$ cat src/rtl/tmds_gearbox_ctrl.sv
// -----------------------------------------------------------------------------
// tmds_gearbox_ctrl
//
// Feeds one TMDS lane into a 4:1 OSERDESE3 (DATA_WIDTH=4). Each 10-bit symbol
// arrives over a valid/ready handshake. The block emits one 4-bit D word per
// clk, so every 5 clks carry 2 symbols (10:4 gearbox). The block also holds the
// OSERDES in reset for RST_CYCLES clks after rst is released. When the source
// has no symbol ready, the block substitutes IDLE_SYM.
//
// Optional build macro: TMDS_GEARBOX_STATS_EN
//   defined   -> 16-bit saturating count of inserted idle symbols
//   undefined -> o_underflow_cnt is tied to zero
//
// Ports
//   clk             in   OSERDES CLKDIV-domain clock, posedge logic
//   rst             in   synchronous active-high reset
//   s_sym[9:0]      in   TMDS symbol, bit0 is transmitted first
//   s_valid         in   s_sym is valid
//   s_ready         out  s_sym is consumed this cycle when s_valid & s_ready
//   o_serdes_d[3:0] out  OSERDESE3 D[3:0], D[0] is serialized first
//   o_serdes_rst    out  OSERDESE3 RST
//   o_streaming     out  high while the FSM is in S_RUN
//   o_underflow     out  1-cycle pulse when an idle symbol was inserted
//   o_underflow_cnt out  saturating count of inserted idle symbols
// -----------------------------------------------------------------------------
module tmds_gearbox_ctrl #(
  parameter int unsigned RST_CYCLES = 8,
  parameter logic [9:0]  IDLE_SYM   = 10'b1101010100
) (
  input  logic        clk,
  input  logic        rst,
  input  logic [9:0]  s_sym,
  input  logic        s_valid,
  output logic        s_ready,
  output logic [3:0]  o_serdes_d,
  output logic        o_serdes_rst,
  output logic        o_streaming,
  output logic        o_underflow,
  output logic [15:0] o_underflow_cnt
);

  localparam int unsigned HCW = (RST_CYCLES > 1) ? $clog2(RST_CYCLES) : 1;
  localparam logic [HCW-1:0] HOLD_LAST = HCW'(RST_CYCLES - 1);

  typedef enum logic {
    S_HOLD = 1'b0,
    S_RUN  = 1'b1
  } state_e;

  state_e         state_q;
  logic [HCW-1:0] hold_cnt_q;
  logic [13:0]    buf_q;
  logic [3:0]     bcnt_q;
  logic [3:0]     serdes_d_q;
  logic           serdes_rst_q;
  logic           streaming_q;
  logic           underflow_q;

  logic           ready_d;
  logic [9:0]     sym_d;
  logic [13:0]    merged_d;

  // Gearbox datapath: pick the symbol and merge it above the bits still buffered.
  always_comb begin
    ready_d  = (state_q == S_RUN) && (bcnt_q < 4'd4);
    sym_d    = s_valid ? s_sym : IDLE_SYM;
    // bcnt is at most 2 when a symbol is merged, so the result fits in 12 bits.
    merged_d = buf_q | (14'(sym_d) << bcnt_q);
  end

  assign s_ready = ready_d;

  // Reset-hold sequencer, gearbox state and registered outputs.
  always_ff @(posedge clk) begin
    if (rst) begin
      state_q      <= S_HOLD;
      hold_cnt_q   <= '0;
      buf_q        <= 14'd0;
      bcnt_q       <= 4'd0;
      serdes_d_q   <= 4'd0;
      serdes_rst_q <= 1'b1;
      streaming_q  <= 1'b0;
      underflow_q  <= 1'b0;
    end else begin
      case (state_q)
        S_HOLD: begin
          serdes_d_q  <= 4'd0;
          underflow_q <= 1'b0;
          buf_q       <= 14'd0;
          bcnt_q      <= 4'd0;
          if (hold_cnt_q == HOLD_LAST) begin
            // OSERDES leaves reset on the same edge streaming starts.
            state_q      <= S_RUN;
            serdes_rst_q <= 1'b0;
            streaming_q  <= 1'b1;
          end else begin
            hold_cnt_q   <= hold_cnt_q + HCW'(1);
            serdes_rst_q <= 1'b1;
            streaming_q  <= 1'b0;
          end
        end
        S_RUN: begin
          serdes_rst_q <= 1'b0;
          streaming_q  <= 1'b1;
          if (ready_d) begin
            serdes_d_q  <= merged_d[3:0];
            buf_q       <= merged_d >> 4;
            bcnt_q      <= bcnt_q + 4'd6;
            underflow_q <= !s_valid;
          end else begin
            serdes_d_q  <= buf_q[3:0];
            buf_q       <= buf_q >> 4;
            bcnt_q      <= bcnt_q - 4'd4;
            underflow_q <= 1'b0;
          end
        end
        default: begin
          state_q      <= S_HOLD;
          hold_cnt_q   <= '0;
          buf_q        <= 14'd0;
          bcnt_q       <= 4'd0;
          serdes_d_q   <= 4'd0;
          serdes_rst_q <= 1'b1;
          streaming_q  <= 1'b0;
          underflow_q  <= 1'b0;
        end
      endcase
    end
  end

`ifdef TMDS_GEARBOX_STATS_EN
  logic [15:0] underflow_cnt_q;

  // Saturating count of idle symbols inserted on underflow.
  always_ff @(posedge clk) begin
    if (rst) begin
      underflow_cnt_q <= 16'd0;
    end else if (ready_d && !s_valid && (underflow_cnt_q != 16'hFFFF)) begin
      underflow_cnt_q <= underflow_cnt_q + 16'd1;
    end else begin
      underflow_cnt_q <= underflow_cnt_q;
    end
  end

  assign o_underflow_cnt = underflow_cnt_q;
`else
  assign o_underflow_cnt = 16'd0;
`endif

  assign o_serdes_d   = serdes_d_q;
  assign o_serdes_rst = serdes_rst_q;
  assign o_streaming  = streaming_q;
  assign o_underflow  = underflow_q;

endmodule

$ cat config.mk
export PLATFORM = sky130hd
export DESIGN_NAME = tmds_gearbox_ctrl
export DESIGN_NICKNAME = d
export VERILOG_FILES = /design/src/rtl/tmds_gearbox_ctrl.sv
export SDC_FILE = /design/constraint.sdc
export NUM_CORES = 1
export LEC_CHECK = 0
export BUFFER_PORTS_ARGS = -buffer_cell sky130_fd_sc_hd__buf_2
export CAP_MARGIN = 20
export CORE_ASPECT_RATIO = 0.7
export CORE_MARGIN = 5
export CORE_UTILIZATION = 30
export CTS_CLUSTER_SIZE = 8
export DETAILED_ROUTE_END_ITERATION = 8
export HOLD_SLACK_MARGIN = 0.1
export PLACE_DENSITY = 0.47
export SLEW_MARGIN = 30
export SYNTH_ARGS = -nofsm -noshare
export SYNTH_HDL_FRONTEND = slang
export SYNTH_SLANG_ARGS = --single-unit
export TNS_END_PERCENT = 5
$ cat constraint.sdc
create_clock -name clk -period 2.2 [get_ports clk]
set_input_delay 0.44 -clock clk [delete_from_list [all_inputs] [get_ports clk]]
set_output_delay 0.44 -clock clk [all_outputs]
set_load 0.1 [all_outputs]
==> results of run 1 <==
## Yosys cell counts, types with 4 or more instances
| cell type | instances |
|---|---|
| dfxtp_1 | 23 |
| buf_4 | 16 |
| nor2_1 | 12 |
| nand2_1 | 11 |
| o21ai_0 | 6 |
| a21oi_1 | 5 |
| buf_2 | 5 |
| inv_1 | 5 |
| mux2_2 | 5 |
| a31oi_1 | 4 |
| ha_1 | 4 |
| nand2b_1 | 4 |
| nand3_1 | 4 |
| nor2b_1 | 4 |
## per-stage QoR
| step | hold slack [ps] | instances | utilization, % |
|---|---|---|---|
| after CTS | 426.2 | 224 | 33.83 |
| final | 424.3 | 224 | 33.83 |
| after global routing | 442.5 | 224 | 33.83 |
| after detailed placement | 424.9 | 220 | 32.75 |
| after global placement | 423.0 | 220 | 32.75 |
| after floorplan | 401.4 | 165 | - |
## layout make-up
cell class                 count  area share, %
multi-input combinational    113          49.96
sequential                    23          31.81
timing repair buffer          24          8.989
tap                           55          4.754
clock buffer                   3          2.852
inverter                       5          1.296
clock inverter                 1         0.3457
## critical path: stages, from the launching register on
cell     delay (ps)
dfxtp_1         320
inv_1           130
ha_1            180
and2_2          130
buf_2           410
## power groups by stage
stage               sequential (W)  clock (W)  combinational, W
global route              0.000428   0.000299          0.000196
CTS                       0.000427   0.000277          0.000184
floorplan                 0.000439          0          0.000177
global placement          0.000436          0          0.000182
detailed placement        0.000437          0          0.000184
finish                    0.000427   0.000278          0.000185
## routing by layer
layer  routed length [um]  global-route usage [%]  part of all wire, %
met1                 1467                   16.84                   46
met4                   46                   2.974                  1.4
met5                    0                       0                    0
met3                  321                   4.010                   10
met2                 1352                   16.85                   42
## registers in the layout, summed over array words and instances (netlist names)
signal,cells
buf_q,10
o_serdes_d,4
bcnt_q,3
hold_cnt_q,3
o_serdes_rst,1
o_underflow,1
state_q,1
## cells by family (layout without fill, tap and decap cells)
logic type / after synthesis / after routing
xor+xnor: 3 / 3
mux: 6 / 6
simple gates: 50 / 50
other cells: 1 / 16
fa+ha+maj: 4 / 4
flops: 23 / 23
compound gates: 34 / 34
buf+inv: 29 / 33
## worst max-delay path by stage
stage               to  slack (ps)  cells after the start
5_1_grt        s_ready         270                      4
4_1_cts        s_ready         310                      4
6_report       s_ready         320                      4
3_3_place_gp   s_ready         610                      4
3_5_place_dp   s_ready         610                      4
2_1_floorplan  s_ready          90                      6
==> flow_metrics.env, run 1 <==
export IMPL_hold_viol=0
export IMPL_cts_root_buf="clkbuf_8"
export IMPL_h_tree_depth=1
export IMPL_grt_first_pass_wirelength_um=5423
export IMPL_run_status="finished, final reports clean"
export IMPL_cts_sink_count=23
export IMPL_rsz0062_at_grt="false"
export IMPL_yosysSeqAreaShare_pct=35.18
export IMPL_wirelength_um=3187
export IMPL_synth_edf_count=0
export IMPL_cts_hold_buf=0
export IMPL_pre_cts_slack_ps=610.7
export IMPL_ys_ff_latch=23
export IMPL_p_leak_nw=0.5892
export IMPL_min_path_cells=2
export IMPL_fmax_ghz=0.5312
export IMPL_ir_drop_uv=208.1
export IMPL_fp_row_count=20
export IMPL_multi_input_area_sq_um=723.2
export IMPL_antenna_found_initial=0
export IMPL_layout_setup_ws_ps=317.4
export IMPL_syn_area_sq_um=1309
export IMPL_first_global_vias=1085
export IMPL_yosysTopAreaCell="dfxtp_1"
export IMPL_synthToLayoutAreaGrowth_pct=10.61
export IMPL_vias=1142
export IMPL_synthCells=150
export IMPL_die_h_um=65.26
export IMPL_synth_top_family_by_area="simple AND/OR/NAND/NOR gates"
export IMPL_rr_worst_depth=5
export IMPL_r2r_start="bcnt_q[1]$_SDFFE_PP0P_"
export IMPL_cap_violations=0
export IMPL_grt_overflow_total=0
export IMPL_end_kind="output port"
export IMPL_cts_buffers=3
export IMPL_clk_pin_slew_ps=80
export IMPL_finalNetCount=187
export IMPL_synth_fa_ha_area_share_pct=3.824
export IMPL_r2r_end="bcnt_q[3]$_SDFF_PP0_"
export IMPL_cts_buffer_depth=2
export IMPL_portBuffers=20
export IMPL_seqPwrFrac_pct=48.0
export IMPL_worst_ep_required_time_ps=1760
export IMPL_dpl_cell_area_sq_um=1401
export IMPL_intPower_w=0.0005775
export IMPL_synthMuxAreaShare_pct=5.067
export IMPL_groute_usage_overall_pct=11.79
export IMPL_grt_max_degree=21
export IMPL_synth_compound_area_share_pct=18.36
export IMPL_p_sw_w=0.0003133
export IMPL_final_common_cell="dfxtp_1"
export IMPL_die_x_um=88.95
export IMPL_worstMarginPinSlew_ps=649.9
export IMPL_finClkSkew_ps=6.812
export IMPL_critical_path_class="flop to output port"
export IMPL_final_cell_area_sq_um=1448
export IMPL_power_density_nw_per_um2=615.4
export IMPL_syn_area_per_cell_sq_um=8.725
export IMPL_fin_crit_ps=1883
export IMPL_yosys_top_cells_area="dfxtp_1, buf_4, mux2_2, ha_1, nor2_1"
export IMPL_reg2reg_setup_slack_ps=590
export IMPL_pin_count=37
export IMPL_drv_slew=0
export IMPL_gp_congestion=0.8763
export IMPL_hold_path_class="input pin to flop"
export IMPL_cp_max_fo=4
export IMPL_worstHoldStart="rst"
export IMPL_finalSetupViolCount=0
export IMPL_synthSimpleGateAreaFrac_pct=21.32
export IMPL_seq_area_sq_um=460.4
export IMPL_yosys_area_top_type_share_pct=35.18
export IMPL_clkPwrFrac_pct=31.2
export IMPL_yosysUniqueCellTypes=42
export IMPL_core_sq_um=4279
export IMPL_drive_gt1_share_pct=22.49
export IMPL_whs_endpoint="hold_cnt_q[1]$_SDFFE_PP0P_"
export IMPL_fillers=440
export IMPL_post_route_period_util_pct=85.57
export IMPL_synth_xor_area_share_pct=2.008
export IMPL_vias_per_cell=5.098
export IMPL_dr_pass1_iters=4
export IMPL_start_kind="flop"
export IMPL_cts_setup_buffers=0
export IMPL_clkLatencyLatePin_ps=270
export IMPL_tns_ps=0
export IMPL_synth_main_ff_cell="dfxtp_1"
export IMPL_dpl_hpwl_um=2337
export IMPL_antenna_left=0
export IMPL_combPwrFrac_pct=20.8
export IMPL_layout_common_cells="dfxtp_1, buf_2, conb_1"
export IMPL_die_area_sq_um=5805
export IMPL_async_flop_share_pct=0
export IMPL_critPathArrivalTime_ps=1440
export IMPL_num_antenna_cells=0
export IMPL_wl_per_cell_um=14.23
export IMPL_drtIter0Drc=169
export IMPL_cts_tree="done"
export IMPL_timing_slew_headroom_pct=56.62
export IMPL_crit_start="bcnt_q[2]$_SDFF_PP0_"
export IMPL_start_util_pct=30.58
export IMPL_finalPower_w=0.0008908
export IMPL_swShare_pct=35.17
export IMPL_post_cts_resized=0
export IMPL_drc_errors=0
export IMPL_synth_warnings=0
Power figures use the tool's default switching activity.
==> run 2, diff against run 1 <==
Settings changed: ABC_AREA set to 1.
==> run 2 against run 1 <==
  * Fmax decreased by 8.7%
  * Sequential power rose by 8.2%
  * Clock skew fell by 4.3 ps
  * Routed wire length shrank 17%
  * Critical path type unchanged
  * Largest power group unchanged
==> flow_metrics.env, run 2 <==
export IMPL_run_status="finished, final reports clean"
export IMPL_pre_cts_slack_ps=329.8
export IMPL_drc_errors=0
export IMPL_ir_drop_uv=265.7
export IMPL_critical_path_class="flop to output port"
export IMPL_min_path_cells=2
export IMPL_multi_input_area_sq_um=603.1
export IMPL_tns_ps=0
export IMPL_critPathArrivalTime_ps=1620
export IMPL_rsz0062_at_grt="false"
export IMPL_end_kind="output port"
export IMPL_rr_worst_depth=6
export IMPL_post_route_period_util_pct=93.71
export IMPL_ys_top_cells_by_count="nand2_1, nand3_1, dfxtp_1"
export IMPL_synth_edf_count=0
export IMPL_num_antenna_cells=0
export IMPL_r2r_start="bcnt_q[2]$_SDFF_PP0_"
export IMPL_die_x_um=87.23
export IMPL_largest_register_ffs=10
export IMPL_syn_area_per_cell_sq_um=7.036
export IMPL_yosysMostFrequentCell="nand2_1"
export IMPL_final_util_pct=35.05
export IMPL_hold_viol=0
export IMPL_p_leak_nw=0.6238
export IMPL_r2r_end="o_serdes_d[0]$_SDFF_PP0_"
export IMPL_finalSetupViolCount=0
export IMPL_power_density_nw_per_um2=710.6
export IMPL_fp_row_count=19
export IMPL_synth_warnings=0
export IMPL_cts_sink_count=23
export IMPL_wl_per_cell_um=10.62
export IMPL_groute_usage_overall_pct=9.299
export IMPL_cts_buffer_depth=2
export IMPL_cts_buffers=3
export IMPL_cts_hold_buf=0
export IMPL_worst_ep_required_time_ps=1760
export IMPL_yosysTopAreaCell="dfxtp_1"
export IMPL_clkLatencyLatePin_ps=260
export IMPL_grt_max_degree=16
export IMPL_cp_max_fo=13
export IMPL_h_tree_depth=1
export IMPL_synth_main_ff_cell="dfxtp_1"
export IMPL_fmax_ghz=0.4851
export IMPL_antenna_left=0
export IMPL_seq_area_sq_um=461.7
export IMPL_cap_violations=0
export IMPL_yosysUniqueCellTypes=21
export IMPL_reg2reg_setup_slack_ps=570
export IMPL_layout_setup_ws_ps=138.5
export IMPL_finalNetCount=215
export IMPL_vias_per_cell=4.378
export IMPL_dr_pass1_iters=4
export IMPL_fin_crit_ps=2062
export IMPL_cts_tree="done"
export IMPL_hold_path_class="input pin to flop"
export IMPL_ys_ff_latch=23
export IMPL_synthCells=178
export IMPL_antenna_found_initial=0
export IMPL_critPathCapture="s_ready"
export IMPL_first_global_vias=947
export IMPL_pin_count=37
export IMPL_fin_hold_ws_ps=388.5
export IMPL_yosys_area_top_type_share_pct=36.76
export IMPL_drive_gt1_share_pct=16.75
export IMPL_cts_root_buf="clkbuf_8"
export IMPL_gp_congestion=0.7942
export IMPL_finalPower_w=0.0009887
export IMPL_drv_slew=0
export IMPL_vias=1090
export IMPL_syn_area_sq_um=1252
export IMPL_synthToLayoutAreaGrowth_pct=11.09
export IMPL_async_flop_share_pct=0
export IMPL_fillers=426
export IMPL_yosys_top_cells_area="dfxtp_1, buf_4, nand2_1, nand3_1, a21oi_1"
export IMPL_die_area_sq_um=5588
export IMPL_portBuffers=20
export IMPL_wirelength_um=2644
export IMPL_dpl_hpwl_um=2122
export IMPL_grt_overflow_total=0
export IMPL_start_util_pct=31.55
export IMPL_layout_common_cells="nand2_1, nand3_1, dfxtp_1"
export IMPL_core_sq_um=3970
export IMPL_drtIter0Drc=73
export IMPL_die_h_um=64.06
export IMPL_clk_pin_slew_ps=80
export IMPL_largest_register="buf_q"
export IMPL_crit_start="bcnt_q[2]$_SDFF_PP0_"
export IMPL_start_kind="flop"
export IMPL_grt_first_pass_wirelength_um=4098
export IMPL_finClkSkew_ps=2.559
export IMPL_final_common_cell="nand2_1"
export IMPL_yosysSeqAreaShare_pct=36.76
[run 2: cell types whose count changed after synthesis, moves of 4 or more]
cell,previous run,this run
mux2_2,5,0
inv_1,5,20
nand2_1,11,37
nand3_1,4,26
buf_2,5,1
nand2b_1,4,0
a21oi_1,5,17
nor2b_1,4,0
a31oi_1,4,0
[run 2: how the worst min path moves through the flow]
stage,start,end,slack [ps]
after floorplan,buf_q[4]$_SDFF_PP0_,buf_q[0]$_SDFF_PP0_,410
after global placement,buf_q[6]$_SDFF_PP0_,buf_q[2]$_SDFF_PP0_,430
after detailed placement,buf_q[7]$_SDFF_PP0_,buf_q[3]$_SDFF_PP0_,420
after CTS,rst,state_q$_SDFF_PP0_,380
after global routing,rst,state_q$_SDFF_PP0_,390
final,rst,state_q$_SDFF_PP0_,390
[run 2: power breakdown]
group | leakage [nW] | switching [W] | internal [W] | total [W]
sequential | 0.186 | 0.0000189 | 0.000443 | 0.000462
clock | 0.0228 | 0.000127 | 0.000129 | 0.000256
combinational | 0.415 | 0.000216 | 0.0000546 | 0.000271
[run 2: logic make-up (layout without fill, tap and decap cells)]
family | after synthesis | count (layout) | synth area share, %
flip-flops | 23 | 23 | 36.76
AND/OR/NAND/NOR | 81 | 81 | 28.47
adder cells (fa/ha/maj) | 4 | 4 | 3.996
buffers and inverters | 44 | 48 | 19.58
other | 1 | 16 | 0.2994
AO/OA/AOI/OAI | 24 | 24 | 10.19
XOR/XNOR | 1 | 1 | 0.6994
[run 2: worst max-delay path, stage by stage (launching register included)]
cell and delay (ps):
dfxtp_2 400, inv_2 130, ha_1 260, nand2_1 170, clkinvlp_4 190, buf_12 200
[run 2: timing repair]
item,4_1_cts,5_1_grt
gates resized for setup,0,1
setup buffers,0,0
endpoints found under the setup margin,0,1
[run 2: through the flow]
stage                     cell area, sq um  instances
after floorplan                       1313        193
after global placement                1345        245
after detailed placement              1345        245
after CTS                             1390        249
after global routing                  1391        249
final                                 1391        249
[run 2: final cells by class]
cell class | instances | area share [%]
flip-flops and latches | 23 | 33.18
multi-input cells | 126 | 43.35
clock buffers | 4 | 3.237
inverters | 22 | 6.205
well taps | 52 | 4.676
repair buffers | 22 | 9.353
[run 2: routing by layer]
layer,vias up,GRT usage (%),wire (um)
met5,-,0,0
met3,2,3.594,158
li1,577,-,-
met1,485,11.87,1235
met4,0,2.299,12
met2,26,14.77,1237
==> run 3, diff against run 2 <==
--- a/constraint.sdc
+++ b/constraint.sdc
@@ -3,2 +3,2 @@
 set_output_delay 0.44 -clock clk [all_outputs]
-set_load 0.1 [all_outputs]
+set_load 0.05 [all_outputs]
==> run 3 against run 2 <==
  * Power fell by 7.4%
  * Final area fell by 1.6%
  * Global-route usage rose by 0.48 points
  * Routed wire length rose by 1.1%
  * Sequential power barely moved
  * Utilization fell by 0.57 points
  * Via count fell by 0.92%
  * Combinational power fell by 27%
  * Critical endpoint unchanged
  * Largest cell class unchanged
==> flow_metrics.env, run 3 (same netlist as run 2, synthesis figures left out) <==
export IMPL_cts_hold_buf=0
export IMPL_cp_top_family="buffers and inverters"
export IMPL_die_x_um=87.23
export IMPL_largest_register_ffs=10
export IMPL_antenna_left=0
export IMPL_seq_area_sq_um=462.9
export IMPL_final_util_pct=34.48
export IMPL_cts_setup_buffers=0
export IMPL_fin_hold_ws_ps=399.0
export IMPL_finalPower_w=0.0009154
export IMPL_drc_errors=0
export IMPL_grt_max_degree=16
export IMPL_portBuffers=20
export IMPL_final_cell_area_sq_um=1369
export IMPL_start_util_pct=31.55
export IMPL_groute_usage_overall_pct=9.779
export IMPL_cts_buffer_depth=2
export IMPL_final_common_cell="nand2_1"
export IMPL_power_density_nw_per_um2=668.7
export IMPL_ir_drop_uv=276.6
export IMPL_vias_per_cell=4.355
export IMPL_worst_ep_required_time_ps=1760
export IMPL_dpl_hpwl_um=2193
export IMPL_vias=1080
export IMPL_cts_tree="done"
export IMPL_slowest_stage="dfxtp_2"
export IMPL_fp_row_count=19
export IMPL_gp_congestion=0.8359
export IMPL_die_h_um=64.06
export IMPL_r2r_start="bcnt_q[2]$_SDFF_PP0_"
export IMPL_fillers=437
export IMPL_critPathCapture="s_ready"
export IMPL_fmax_ghz=0.4983
export IMPL_drive_gt1_share_pct=16.33
export IMPL_rr_worst_depth=6
export IMPL_grt_first_pass_wirelength_um=4402
export IMPL_rsz0062_at_grt="false"
export IMPL_cap_violations=0
export IMPL_layout_common_cells="nand2_1, nand3_1, dfxtp_1"
export IMPL_clkLatencyLatePin_ps=260
export IMPL_critPathArrivalTime_ps=1570
export IMPL_grt_overflow_total=0
export IMPL_reg2reg_setup_slack_ps=680
export IMPL_wl_per_cell_um=10.77
export IMPL_path_cells="inv_4 -> ha_1 -> nand2_1 -> inv_1 -> buf_2"
export IMPL_drv_slew=0
export IMPL_run_status="finished, final reports clean"
export IMPL_synthToLayoutAreaGrowth_pct=9.291
export IMPL_path_buf_inv=3
export IMPL_cp_max_fo=13
export IMPL_h_tree_depth=1
export IMPL_largest_register="buf_q"
export IMPL_r2r_end="o_serdes_d[0]$_SDFF_PP0_"
export IMPL_dpl_cell_area_sq_um=1319
export IMPL_cts_buffers=3
export IMPL_critical_path_class="flop to output port"
export IMPL_fin_crit_ps=2007
export IMPL_end_kind="output port"
export IMPL_core_sq_um=3970
export IMPL_post_cts_resized=0
export IMPL_hold_viol=0
export IMPL_finalNetCount=214
export IMPL_start_kind="flop"
export IMPL_tns_ps=0
export IMPL_first_global_vias=995
export IMPL_pin_count=37
export IMPL_hold_path_class="input pin to flop"
export IMPL_drtIter0Drc=27
export IMPL_crit_start="bcnt_q[2]$_SDFF_PP0_"
export IMPL_wirelength_um=2672
export IMPL_multi_input_area_sq_um=603.1
export IMPL_cts_root_buf="clkbuf_8"
export IMPL_post_route_period_util_pct=91.21
export IMPL_antenna_found_initial=0
export IMPL_cts_sink_count=23
export IMPL_crit_cells=5
export IMPL_p_leak_nw=0.6275
export IMPL_num_antenna_cells=0
export IMPL_dr_pass1_iters=4
export IMPL_die_area_sq_um=5588
export IMPL_clk_pin_slew_ps=70
export IMPL_finalSetupViolCount=0
export IMPL_slowest_delay_ps=370
export IMPL_finClkSkew_ps=2.155
-- run 3: cell types whose count changed in the layout (fill, tap and decap cells not counted), sizes merged --
cell,delta
buf,-1
inv,+1
clkinvlp,-1
-- run 3: worst reg2reg max path, cell delays in order, from the launching register on --
cell and delay [ps]:
dfxtp_2 370, inv_4 140, ha_1 240, nand2_1 120, nor2_2 300, nand3_1 140, a21oi_1 140
-- run 3: stage by stage --
| stage | cells | setup slack, ps |
|---|---|---|
| 2_1_floorplan | 193 | 423.9 |
| 3_3_place_gp | 244 | 444.1 |
| 3_5_place_dp | 244 | 372.8 |
| 4_1_cts | 248 | 69.64 |
| 5_1_grt | 248 | 72.43 |
| 6_report | 248 | 193.3 |
-- run 3: how the worst min path moves through the flow --
| stage | to | startpoint | cells past startpoint |
|---|---|---|---|
| after floorplan | buf_q[0]$_SDFF_PP0_ | buf_q[4]$_SDFF_PP0_ | 2 |
| after CTS | state_q$_SDFF_PP0_ | rst | 2 |
| after detailed placement | buf_q[1]$_SDFF_PP0_ | buf_q[5]$_SDFF_PP0_ | 2 |
| after global placement | buf_q[2]$_SDFF_PP0_ | buf_q[6]$_SDFF_PP0_ | 2 |
| after global routing | state_q$_SDFF_PP0_ | rst | 2 |
| final | state_q$_SDFF_PP0_ | rst | 2 |
-- run 3: final cells by class --
cell class | count | area share [%]
Clock buffer | 4 | 3.291
Multi-Input combinational cell | 126 | 44.06
Tap cell | 52 | 4.753
Inverter | 22 | 6.216
Sequential cell | 23 | 33.82
Timing Repair Buffer | 21 | 7.861
-- run 3: per-layer routing --
metal	GRT usage [%]	wire, um
met1	13.19	1304
met2	14.58	1183
met3	3.851	165
met4	2.490	20
met5	0	0
-- run 3: report_power, final --
| group | switching [W] | internal, W |
|---|---|---|
| Clock | 0.000124 | 0.000129 |
| Sequential | 0.0000213 | 0.000443 |
| Combinational | 0.000145 | 0.0000529 |
| Total | 0.000290 | 0.000625 |
